$ cat src/rtl/bcd_hex_display_pkg.sv
//------------------------------------------------------------------------------
// Module   : bcd_hex_display_pkg
// Brief    : Shared segment codes, FSM states and BCD adjust helper.
// Revision : 1.0
//------------------------------------------------------------------------------
`default_nettype none

package bcd_hex_display_pkg;

  // Active-low segment patterns, bit order g..a
  localparam logic [6:0] SEG_0     = 7'b1000000;
  localparam logic [6:0] SEG_1     = 7'b1111001;
  localparam logic [6:0] SEG_2     = 7'b0100100;
  localparam logic [6:0] SEG_3     = 7'b0110000;
  localparam logic [6:0] SEG_4     = 7'b0011001;
  localparam logic [6:0] SEG_5     = 7'b0010010;
  localparam logic [6:0] SEG_6     = 7'b0000010;
  localparam logic [6:0] SEG_7     = 7'b1111000;
  localparam logic [6:0] SEG_8     = 7'b0000000;
  localparam logic [6:0] SEG_9     = 7'b0010000;
  localparam logic [6:0] SEG_BLANK = 7'b1111111;
  localparam logic [6:0] SEG_DASH  = 7'b0111111;

  typedef enum logic [1:0] {
    IDLE  = 2'd0,
    SHIFT = 2'd1,
    DONE  = 2'd2
  } state_t;

  function automatic logic [3:0] add3_adjust(input logic [3:0] i_nib);
    return (i_nib >= 4'd5) ? (i_nib + 4'd3) : i_nib;
  endfunction

endpackage

`default_nettype wire

$ cat src/rtl/bcd_hex_display_seg7_decode.sv
//------------------------------------------------------------------------------
// Module   : bcd_hex_display_seg7_decode
// Brief    : Combinational 4-bit digit to active-low 7-segment pattern.
// Revision : 1.0
//------------------------------------------------------------------------------
`default_nettype none

module bcd_hex_display_seg7_decode
  import bcd_hex_display_pkg::*;
(
  input  logic [3:0] i_digit,
  output logic [6:0] o_seg
);

  always_comb begin
    o_seg = SEG_BLANK;
    case (i_digit)
      4'd0:    o_seg = SEG_0;
      4'd1:    o_seg = SEG_1;
      4'd2:    o_seg = SEG_2;
      4'd3:    o_seg = SEG_3;
      4'd4:    o_seg = SEG_4;
      4'd5:    o_seg = SEG_5;
      4'd6:    o_seg = SEG_6;
      4'd7:    o_seg = SEG_7;
      4'd8:    o_seg = SEG_8;
      4'd9:    o_seg = SEG_9;
      default: o_seg = SEG_BLANK;
    endcase
  end

endmodule

`default_nettype wire

$ cat src/rtl/bcd_hex_display.sv
//------------------------------------------------------------------------------
// Module   : bcd_hex_display
// Brief    : Iterative double-dabble of an output-port word onto 7-seg displays.
// Revision : 1.0
//------------------------------------------------------------------------------
`default_nettype none

module bcd_hex_display
  import bcd_hex_display_pkg::*;
#(
  parameter int WIDTH  = 8,
  parameter int DIGITS = 2
) (
  input  logic                  clock,
  input  logic                  reset,
  input  logic [31:0]           value,
  output logic [7*DIGITS-1:0]   hex,
  output logic [4*DIGITS-1:0]   bcd,
  output logic                  busy,
  output logic                  overflow
);

  localparam int ACC_W = 4*DIGITS + 4;
  localparam int CNT_W = 6;

  state_t              r_state;
  state_t              w_state_nxt;
  logic [WIDTH-1:0]    r_shadow;
  logic [WIDTH-1:0]    r_bin;
  logic [ACC_W-1:0]    r_acc;
  logic [CNT_W-1:0]    r_cnt;
  logic                r_force;
  logic                r_lost;
  logic [7*DIGITS-1:0] r_hex;
  logic [4*DIGITS-1:0] r_bcd;
  logic                r_busy;
  logic                r_ovf;

  logic [WIDTH-1:0]    w_value;
  logic                w_unused_value;
  logic                w_start;
  logic                w_last;
  logic                w_ovf;
  logic [ACC_W-1:0]    w_adj;
  logic [7*DIGITS-1:0] w_seg;

  assign w_value        = value[WIDTH-1:0];
  assign w_unused_value = ^value;
  assign w_start        = (r_state == IDLE) && ((w_value != r_shadow) || r_force);
  assign w_last         = (r_cnt == CNT_W'(WIDTH - 1));
  // A carry out of the guard nibble is remembered so huge values still flag overflow
  assign w_ovf          = (r_acc[ACC_W-1 -: 4] != 4'd0) || r_lost;

  always_comb begin
    w_adj = '0;
    for (int k = 0; k <= DIGITS; k++) begin
      w_adj[4*k +: 4] = add3_adjust(r_acc[4*k +: 4]);
    end
  end

  generate
    for (genvar k = 0; k < DIGITS; k++) begin : g_digit
      bcd_hex_display_seg7_decode u_seg (
        .i_digit (r_acc[4*k +: 4]),
        .o_seg   (w_seg[7*k +: 7])
      );
    end
  endgenerate

  always_ff @(posedge clock) begin
    if (reset) r_state <= IDLE;
    else       r_state <= w_state_nxt;
  end

  always_comb begin
    w_state_nxt = r_state;
    case (r_state)
      IDLE:    if (w_start) w_state_nxt = SHIFT;
      SHIFT:   if (w_last)  w_state_nxt = DONE;
      DONE:    w_state_nxt = IDLE;
      default: w_state_nxt = IDLE;
    endcase
  end

  always_ff @(posedge clock) begin
    if (reset) begin
      r_shadow <= '0;
      r_bin    <= '0;
      r_acc    <= '0;
      r_cnt    <= '0;
      r_force  <= 1'b1;
      r_lost   <= 1'b0;
      r_hex    <= {DIGITS{SEG_BLANK}};
      r_bcd    <= '0;
      r_busy   <= 1'b0;
      r_ovf    <= 1'b0;
    end else begin
      case (r_state)
        IDLE: if (w_start) begin
          r_shadow <= w_value;
          r_bin    <= w_value;
          r_acc    <= '0;
          r_cnt    <= '0;
          r_force  <= 1'b0;
          r_lost   <= 1'b0;
          r_busy   <= 1'b1;
        end
        SHIFT: begin
          {r_acc, r_bin} <= {w_adj, r_bin} << 1;
          r_lost         <= r_lost | w_adj[ACC_W-1];
          r_cnt          <= r_cnt + 6'd1;
        end
        DONE: begin
          r_bcd  <= r_acc[4*DIGITS-1:0];
          r_ovf  <= w_ovf;
          r_hex  <= w_ovf ? {DIGITS{SEG_DASH}} : w_seg;
          r_busy <= 1'b0;
        end
        default: ;
      endcase
    end
  end

  assign hex      = r_hex;
  assign bcd      = r_bcd;
  assign busy     = r_busy;
  assign overflow = r_ovf;

endmodule

`default_nettype wire

$ cat config.mk
export PLATFORM = sky130hd
export DESIGN_NAME = bcd_hex_display
export DESIGN_NICKNAME = d
export VERILOG_FILES = /design/src/rtl/bcd_hex_display_pkg.sv /design/src/rtl/bcd_hex_display_seg7_decode.sv /design/src/rtl/bcd_hex_display.sv
export SDC_FILE = /design/constraint.sdc
export NUM_CORES = 1
export LEC_CHECK = 0
export ABC_AREA = 1
export CELL_PAD_IN_SITES_DETAIL_PLACEMENT = 0
export CELL_PAD_IN_SITES_GLOBAL_PLACEMENT = 1
export CORE_MARGIN = 1.5
export CORE_UTILIZATION = 38
export CTS_BUF_LIST = sky130_fd_sc_hd__clkbuf_8 sky130_fd_sc_hd__clkbuf_16
export CTS_CLUSTER_DIAMETER = 150
export CTS_CLUSTER_SIZE = 25
export DETAILED_ROUTE_END_ITERATION = 16
export PLACE_DENSITY_LB_ADDON = 0.1
export SYNTH_ARGS = -nofsm -noshare
export SYNTH_HDL_FRONTEND = slang
export SYNTH_SLANG_ARGS = --single-unit
$ cat constraint.sdc
create_clock -name clock -period 2.25 [get_ports clock]
set_input_delay 0.45 -clock clock [delete_from_list [all_inputs] [get_ports clock]]
set_output_delay 0.45 -clock clock [all_outputs]
set_load 0.01 [all_outputs]
==> results of run 1 <==
[worst max-delay path by stage]
stage                  start                        end  depth (start not counted)
finish              value[4]  g_digit[0].u_seg.o_seg[0]                         15
floorplan           value[4]  g_digit[0].u_seg.o_seg[0]                         14
detailed placement  value[7]  g_digit[1].u_seg.o_seg[0]                         16
CTS                 value[7]  g_digit[1].u_seg.o_seg[0]                         16
global route        value[4]  g_digit[0].u_seg.o_seg[0]                         15
global placement    value[5]  g_digit[1].u_seg.o_seg[3]                         18
[layout make-up]
cell class | count | area (um^2) | area share [%]
sequential | 76 | 1524 | 33.69
clock inverter | 7 | 92.59 | 2.047
clock buffer | 9 | 123.9 | 2.739
timing repair buffer | 75 | 675.6 | 14.94
inverter | 61 | 231.5 | 5.118
multi-input combinational | 312 | 1740 | 38.48
tap | 108 | 135.1 | 2.988
[routing by layer]
metal  GRT usage, %  vias up  routed length (um)
li1               -     1658                   -
met1          22.35     1372                4107
met2          26.37       42                3287
met3          2.741       12                 179
met4          7.909        0                 122
met5              0        -                   0
[through the flow]
stage / worst slack [ns] / power, W
4_1_cts: 0.001284 / 0.002868
5_1_grt: 0.002712 / 0.002966
3_3_place_gp: -0.4446 / 0.001725
2_1_floorplan: 0.2848 / 0.001611
6_report: 0.1227 / 0.002833
3_5_place_dp: -0.4690 / 0.001729
[what timing repair did]
action,4_1_cts,5_1_grt
pin swaps,0,8
hold endpoints to repair,0,0
buffers inserted,0,1
resized for setup,3,25
setup endpoints to repair,7,12
[worst reg2reg max path, delay by kind of cell, from the launching register on]
family	cells	cell delay, ns
DFF	1	0.35
buffers and inverters	5	0.30
and+or+nand+nor	9	0.84
adders and majority gates	2	0.44
[cells in the mapped netlist (all sizes together), types with 4 or more instances]
library cell | number | area, um^2
a31oi | 8 | 50.05
ha | 18 | 225.2
buf | 9 | 47.55
a21oi | 28 | 140.1
nand3 | 43 | 245.2
clkbuf | 9 | 33.78
inv | 61 | 231.5
dfxtp | 76 | 1521
o22ai | 12 | 75.07
nor2 | 23 | 96.35
o21ai | 41 | 212.7
xor2 | 4 | 35.03
nand2 | 121 | 496.7
[where the power goes]
part / total [W] / internal [W] / leakage [nW] / switching [W]
logic: 0.000288 / 0.000117 / 1.39 / 0.000171
clock network: 0.00113 / 0.000620 / 0.107 / 0.000509
registers: 0.00142 / 0.00139 / 0.619 / 0.0000253
total: 0.00283 / 0.00213 / 2.12 / 0.000705
[sequential cells by signal, summed over array words and instances, names as in the netlist]
signal	count
r_acc	12
r_lost	1
bcd	8
g_digit.u_seg.o_seg	14
r_force	1
busy	1
r_bin	8
r_shadow	8
overflow	1
hex	14
r_state	2
r_cnt	6
[kinds of logic after synthesis]
logic type	share of synthesized area (%)
and+or+nand+nor	25.00
AOI/OAI and AO/OA	15.38
buffers and inverters	8.903
DFF	43.30
adders and majority gates	6.410
xor gates and xnor gates	0.9970
==> impl_metrics.tcl, run 1 <==
set metrics [dict create \
    status "finished clean" \
    holdCritPathClass "reg -> reg" \
    critPathMaxStageDelay_ns 0.44 \
    vias_per_cell 4.759 \
    cellLeakagePower_nw 2.119 \
    period_share_pct 94.54 \
    cp_cell_sequence "clkdlybuf4s50_1, xor2_1, nor2_2, buf_4, nand3_2, nand2_4, nand2_4, o21ai_4, inv_1, buf_4, ha_1, inv_1, nand3_1, nand3_1, nand2_1" \
    wl_um 7697 \
    place.detailed.hpwl_um 5460 \
    gp_congestion 0.8197 \
    vias 3084 \
    finalSetupViolCount 0 \
    drc 0 \
    path_delay_family "buffers and inverters" \
    antenna_found_initial 0 \
    numPlacedInstances 631 \
    cp.required_ns 2.49 \
    ir_worst_vdd_uv 286.9 \
    synth_cell_types 31 \
    synth-async-reset-ratio_pct 0 \
    worst_pin_slew_ns 0.4988 \
    path_class "in -> reg" \
    ys_ff_latch 76 \
    coreArea_um2 8848 \
    final_cell_mix "108 x nand2_1, 74 x dfxtp_1, 54 x inv_1" \
    fin_util_pct 51.12 \
    numCtsBuffers 9 \
    final_hold_viol_count 0 \
    clockBufferDepth 2 \
    r2r-end "g_digit[0].u_seg.o_seg[3]" \
    fin_hold_ws_ns 0.4495 \
    initial_core_util_pct 39.71 \
    synth-main-ff-cell "dfxtp_1" \
    reg2reg_from "r_acc[1]" \
    hp-start "g_digit[0].u_seg.o_seg[6]" \
    grt_use_total_pct 16.67 \
    io_buffers 33 \
    drive_gt1_share_pct 17.59 \
    tns_ns 0 \
    mappedNetlistArea_um2 3513 \
    postSynthAreaPerCell_um2 7.523 \
    min_period_ns 2.127 \
    ctsHoldBuffers 0 \
    fin_worst_skew_ns 0.01199 \
    slew_viol_final 0 \
    wire_per_inst_um 11.88 \
    synth_nets 519 \
    worstHoldEndpoint "hex[6]" \
    htree_levels 3 \
    syn_inst 467 \
    root_buffer "clkbuf_8" \
    first_pass_iters 4 \
    grt_max_degree 31 \
    cap_violations 0 \
    rsz0062_at_grt "false" \
    maxSlewHeadroom_pct 66.66 \
    syn2layout_area_growth_pct 28.74 \
    layout.cells.non_filler 648 \
    dpl_cell_area_um2 4220 \
    num_rows 34 \
    drtIter0Drc 76 \
    die_w_um 99.16 \
    antennaDiodeCount 0 \
    end_kind "flop" \
    synth_edf_count 0 \
    final_cell_area_um2 4523 \
    cts_sinks 76 \
    crit_fanout 2 \
    die_area_um2 9832 \
    final_antenna_net_count 0 \
    clk_latency_ns 0.35 \
    startpoint_type "input pin" \
    finalNetCount 587 \
    worstPathArrival_ns 2.37 \
    grt_pass1_wl_um 13210 \
    holdPathStages 2 \
    nFillCells 893 \
    worst_path_max_delay_cell "clkdlybuf4s50_1" \
    ff2ff_path_depth 16 \
    yosysSeqAreaShare_pct 43.30 \
    yosysWarnings 0 \
    timing.fmax_mhz 470.1 \
    grt_overflow 0 \
    power_density_nw_per_um2 626.3 \
    layout_commonest_cell "nand2_1" \
    crit_buf_inv 5 \
    cts_tree "built" \
    clk_pin_slew_worst_paths_ns 0.08 \
    num_io_pins 58 \
    die_y_um 99.16 \
    first_global_vias 2909 \
    regToRegSetupSlack_ns 0.23 \
]
Note: power is estimated with default switching activity, not from simulation.
==> run 2: changes to the inputs <==
--- a/config.mk
+++ b/config.mk
@@ -6,7 +6,8 @@
 export NUM_CORES = 1
 export LEC_CHECK = 0
 export ABC_AREA = 1
-export CELL_PAD_IN_SITES_DETAIL_PLACEMENT = 0
+export ABC_CLOCK_PERIOD_IN_PS = 2250
+export CELL_PAD_IN_SITES_DETAIL_PLACEMENT = 1
 export CELL_PAD_IN_SITES_GLOBAL_PLACEMENT = 1
 export CORE_MARGIN = 1.5
 export CORE_UTILIZATION = 38
@@ -15,6 +16,7 @@
 export CTS_CLUSTER_SIZE = 25
 export DETAILED_ROUTE_END_ITERATION = 16
 export PLACE_DENSITY_LB_ADDON = 0.1
+export SETUP_SLACK_MARGIN = 0.2
 export SYNTH_ARGS = -nofsm -noshare
 export SYNTH_HDL_FRONTEND = slang
 export SYNTH_SLANG_ARGS = --single-unit
==> run 2 against run 1 <==
Non-clock buffer count increased by 13; wire length grew 28%; worst hold slack improved by 0.0031 ns; sequential share of layout area down 2.0 points; count of clock-buffer cells in the layout unchanged; largest cell class unchanged; sequential power is essentially flat; fmax increased by 2.1%; flip-flop and latch count stayed put.
==> impl_metrics.tcl, run 2 (synthesized netlist as in run 1, its figures left out) <==
set metrics [dict create \
    period_share_pct 92.56 \
    clk_pin_slew_worst_paths_ns 0.08 \
    grt_overflow 0 \
    crit_start "r_acc[4]" \
    vias_per_cell 4.988 \
    busiest_layer "met2" \
    cap_violations 0 \
    die_y_um 99.16 \
    finalSetupViolCount 0 \
    hp-start "g_digit[0].u_seg.o_seg[0]" \
    htree_levels 3 \
    gp_congestion 0.8197 \
    worstPathArrival_ns 2.33 \
    numCtsBuffers 9 \
    coreArea_um2 8848 \
    io_buffers 33 \
    initial_core_util_pct 39.71 \
    finalNetCount 600 \
    ctsHoldBuffers 0 \
    fin_util_pct 54.71 \
    fin_worst_skew_ns 0.007336 \
    nFillCells 1090 \
    wl_um 9860 \
    drc 0 \
    vias 3292 \
    final_antenna_net_count 0 \
    reg2reg_from "r_acc[4]" \
    startpoint_type "flop" \
    cts_tree "built" \
    power_density_nw_per_um2 634.2 \
    layout_commonest_cell "nand2_1" \
    syn2layout_area_growth_pct 37.78 \
    drive_gt1_share_pct 27.36 \
    fin_hold_ws_ns 0.4526 \
    met2_usage_pct 33.26 \
    crit_fanout 5 \
    final_cell_area_um2 4841 \
    numPlacedInstances 631 \
    grt_max_degree 31 \
    status "finished clean" \
    first_pass_iters 5 \
    die_w_um 99.16 \
    maxSlewHeadroom_pct 65.27 \
    slew_viol_final 0 \
    num_rows 34 \
    clk_latency_ns 0.35 \
    worst_pin_slew_ns 0.5197 \
    drtIter0Drc 67 \
    use_met3_pct 3.373 \
    layout.cells.non_filler 660 \
    clockBufferDepth 2 \
    timing.fmax_mhz 480.2 \
    wire_per_inst_um 14.94 \
    place.detailed.hpwl_um 6372 \
    rsz0062_at_grt "true" \
    min_period_ns 2.083 \
    end_kind "flop" \
    grt_pass1_wl_um 15110 \
    final_hold_viol_count 0 \
    final_cell_mix "100 x nand2_1, 69 x dfxtp_1, 50 x buf_4" \
    grtUsageMet1_pct 24.04 \
    num_io_pins 58 \
    grt_use_total_pct 19.38 \
    dpl_cell_area_um2 4220 \
    antennaDiodeCount 0 \
    first_global_vias 3289 \
    path_class "reg -> reg" \
    holdCritPathClass "reg -> reg" \
    antenna_found_initial 0 \
    cellLeakagePower_nw 2.198 \
    cp.required_ns 2.50 \
    cts_sinks 76 \
    die_area_um2 9832 \
    ir_worst_vdd_uv 370.2 \
    root_buffer "clkbuf_8" \
]
## run 2: changes by cell type in the layout (fill, tap and decap cells not counted), sizes merged, moves of 2 or more
cell and change:
buf +13, dlymetal6s2s -7, dlygate4sd2 +6, bufinv +2
clkdlybuf4s15 +2, clkinvlp -2
## run 2: final cells by class
cell class              instances  area, um^2  share of cell area (%)
clock buffers                   9       123.9                   2.559
clock inverters                 6       128.9                   2.662
multi-input cells             312        1921                   39.67
well taps                     108       135.1                   2.791
flip-flops and latches         76        1535                   31.71
inverters                      61       234.0                   4.833
repair buffers                 88       763.2                   15.77
## run 2: per-layer routing
metal	wire, um	share of wire, %	vias to the layer above
met3	191	1.9	14
met5	0	0	-
met1	4637	47	1561
met2	4835	49	37
met4	196	2.0	0
li1	-	-	1680
## run 2: worst paths after layout
| kind | cells after the start | slack, ns | end |
|---|---|---|---|
| max | 15 | 0.17 | g_digit[1].u_seg.o_seg[3] |
| min reg2reg | 2 | 0.45 | hex[0] |
| max reg2reg | 15 | 0.17 | g_digit[1].u_seg.o_seg[3] |
| min | 2 | 0.45 | hex[0] |
## run 2: worst max-delay path: stages (launching register included)
cell and delay, ns:
dfxtp_4 0.37, inv_2 0.09, ha_4 0.14, inv_1 0.06
nor2_4 0.14, o21ai_4 0.08, a21oi_2 0.22, o21ai_2 0.10
nand2_2 0.10, inv_2 0.06, nor2_4 0.11, ha_1 0.24
inv_1 0.07, nand3_2 0.08, nand3_1 0.08, nand2_1 0.05
## run 2: per-stage QoR
step / setup TNS (ns) / worst slack (ns) / power, W
after floorplan: 0 / 0.2848 / 0.001611
after global placement: -4.816 / -0.4446 / 0.001725
after detailed placement: -5.842 / -0.5061 / 0.001738
after CTS: 0 / 0.2066 / 0.003082
after global routing: 0 / 0.01602 / 0.003200
final: 0 / 0.1674 / 0.003070
## run 2: power breakdown
group          switching [W]  total [W]  internal (W)
sequential         0.0000288    0.00142       0.00139
combinational       0.000195   0.000319      0.000124
clock               0.000495    0.00133      0.000837
total               0.000719    0.00307       0.00235
## run 2: repair_timing
action,4_1_cts,5_1_grt
gates resized for setup,33,58
cloned,0,0
endpoints found under the setup margin,14,14
pin swaps,6,25
setup buffers,1,13
==> run 3: changes to the inputs <==
--- a/config.mk
+++ b/config.mk
@@ -6,15 +6,16 @@
 export NUM_CORES = 1
 export LEC_CHECK = 0
 export ABC_AREA = 1
-export ABC_CLOCK_PERIOD_IN_PS = 2250
+export ABC_CLOCK_PERIOD_IN_PS = 2020
 export CELL_PAD_IN_SITES_DETAIL_PLACEMENT = 1
 export CELL_PAD_IN_SITES_GLOBAL_PLACEMENT = 1
-export CORE_MARGIN = 1.5
+export CORE_MARGIN = 2
 export CORE_UTILIZATION = 38
 export CTS_BUF_LIST = sky130_fd_sc_hd__clkbuf_8 sky130_fd_sc_hd__clkbuf_16
 export CTS_CLUSTER_DIAMETER = 150
 export CTS_CLUSTER_SIZE = 25
 export DETAILED_ROUTE_END_ITERATION = 16
+export MAX_ROUTING_LAYER = met4
 export PLACE_DENSITY_LB_ADDON = 0.1
 export SETUP_SLACK_MARGIN = 0.2
 export SYNTH_ARGS = -nofsm -noshare
==> constraint.sdc (replaced) <==
create_clock -name clock -period 2.02 [get_ports clock]
set_input_delay 0.404 -clock clock [delete_from_list [all_inputs] [get_ports clock]]
set_output_delay 0.404 -clock clock [all_outputs]
set_load 0.01 [all_outputs]
==> run 3 against run 2 <==
The run now ends with negative setup slack left; cell count rose by 2.3%; worst hold slack improved by 0.0065 ns; die area grew 2.0%; power is 11% higher; flip-flop and latch count unchanged; critical path depth grew 1; largest cell class unchanged; highest routed layer unchanged.
==> impl_metrics.tcl, run 3 (synthesized netlist as in run 1, its figures left out) <==
set metrics [dict create \
    cp.required_ns 2.27 \
    antennaDiodeCount 0 \
    coreArea_um2 9109 \
    clk_pin_slew_worst_paths_ns 0.09 \
    worst_pin_slew_ns 0.3201 \
    timing.fmax_mhz 492.4 \
    vias_per_cell 5.056 \
    grt_use_total_pct 22.66 \
    tns_ns -0.01075 \
    clk_latency_ns 0.35 \
    grt_pass1_wl_um 17550 \
    antenna_found_initial 0 \
    die_area_um2 10030 \
    vias 3413 \
    holdCritPathClass "reg -> reg" \
    crit_fanout 4 \
    finalNetCount 611 \
    startpoint_type "flop" \
    grt_overflow 0 \
    critPathMaxStageDelay_ns 0.35 \
    violations "negative setup slack" \
    root_buffer "clkbuf_8" \
    maxSlewHeadroom_pct 78.58 \
    io_buffers 33 \
    nFillCells 1104 \
    final_cell_mix "92 x nand2_1, 68 x dfxtp_1, 53 x buf_4" \
    cts_tree "built" \
    path_delay_family "simple AND/OR/NAND/NOR gates" \
    min_period_ns 2.031 \
    worstPathArrival_ns 2.28 \
    final_hold_viol_count 0 \
    num_rows 35 \
    gp_congestion 0.7889 \
    initial_core_util_pct 38.57 \
    place.detailed.hpwl_um 6655 \
    fin_worst_skew_ns 0.01614 \
    power_density_nw_per_um2 674.7 \
    num_io_pins 58 \
    path_class "reg -> reg" \
    wire_per_inst_um 15.65 \
    path_common_cell "inv_4" \
    layout_commonest_cell "nand2_1" \
    htree_levels 3 \
    die_y_um 100.2 \
    grt_max_degree 21 \
    cap_violations 0 \
    final_antenna_net_count 0 \
    numCtsBuffers 9 \
    clockBufferDepth 2 \
    end_kind "flop" \
    rsz0062_at_grt "true" \
    cp_cell_sequence "inv_4, ha_4, inv_4, nor2_4, o21ai_4, a21oi_2, o21ai_2, nand2_4, inv_4, nor2_4, inv_2, ha_2, inv_1, nand3_1, nand3_1, nand2_1" \
    die_w_um 100.2 \
    ir_worst_vdd_uv 382.6 \
    drive_gt1_share_pct 33.16 \
    period_share_pct 100.5 \
    cts_sinks 76 \
    drc 0 \
    crit_buf_inv 5 \
    status "complete, but fails checks" \
    drtIter0Drc 75 \
    finalSetupViolCount 1 \
    worst_path_max_delay_cell "dfxtp_2" \
    syn2layout_area_growth_pct 44.09 \
    first_pass_iters 4 \
    final.setup.worst_slack_ns -0.01075 \
    first_global_vias 3548 \
    slew_viol_final 0 \
    cellLeakagePower_nw 2.255 \
    wl_um 10560 \
    fin_hold_ws_ns 0.4591 \
]
## run 3: cell type report
class / count / area, um^2 / area share (%)
multi-input combinational: 312 / 2007 / 39.64
sequential: 76 / 1534 / 30.30
timing repair buffer: 99 / 889.6 / 17.57
inverter: 61 / 244.0 / 4.820
tap: 111 / 138.9 / 2.743
clock buffer: 10 / 137.6 / 2.719
clock inverter: 6 / 111.4 / 2.200
## run 3: repair_timing
action | 4_1_cts | 5_1_grt
setup buffers | 21 | 4
endpoints found under the setup margin | 20 | 20
pin swaps | 41 | 15
resized for setup | 80 | 31
hold buffers | 0 | 0
## run 3: tightest hold or removal path: stages (launching register included)
cell and delay [ns]:
dfxtp_1 0.31, o22ai_1 0.07, nand2_1 0.05
## run 3: where the power goes
part | switching (W) | internal (W) | total (W)
Clock | 0.000603 | 0.000858 | 0.00146
Combinational | 0.000228 | 0.000147 | 0.000374
Sequential | 0.0000309 | 0.00155 | 0.00158
Total | 0.000862 | 0.00255 | 0.00342
## run 3: layer usage
| metal | global-route usage [%] | share of wire (%) |
|---|---|---|
| met1 | 28.37 | 45 |
| met4 | 7.060 | 2.2 |
| met3 | 3.412 | 2.6 |
| met2 | 37.79 | 50 |
| met5 | - | 0 |
## run 3: per-stage QoR
step	total power (W)	cell area, um^2	setup WS (ns)	instances	util (%)
3_3_place_gp	0.001937	4284	-0.5845	634	47.03
5_1_grt	0.003562	5062	-0.09522	675	55.58
3_5_place_dp	0.001949	4284	-0.6116	634	47.03
4_1_cts	0.003423	4933	0.09402	671	54.16
2_1_floorplan	0.001803	3576	0.1714	467	-
6_report	0.003416	5062	-0.01075	675	55.58
## run 3: final timing paths
| check | startpoint | endpoint | slack, ns | cells after the start |
|---|---|---|---|---|
| max | r_acc[5] | g_digit[1].u_seg.o_seg[0] | -0.01 | 16 |
| max reg2reg | r_acc[5] | g_digit[1].u_seg.o_seg[0] | -0.01 | 16 |
| min | g_digit[0].u_seg.o_seg[0] | hex[0] | 0.46 | 2 |
| min reg2reg | g_digit[0].u_seg.o_seg[0] | hex[0] | 0.46 | 2 |
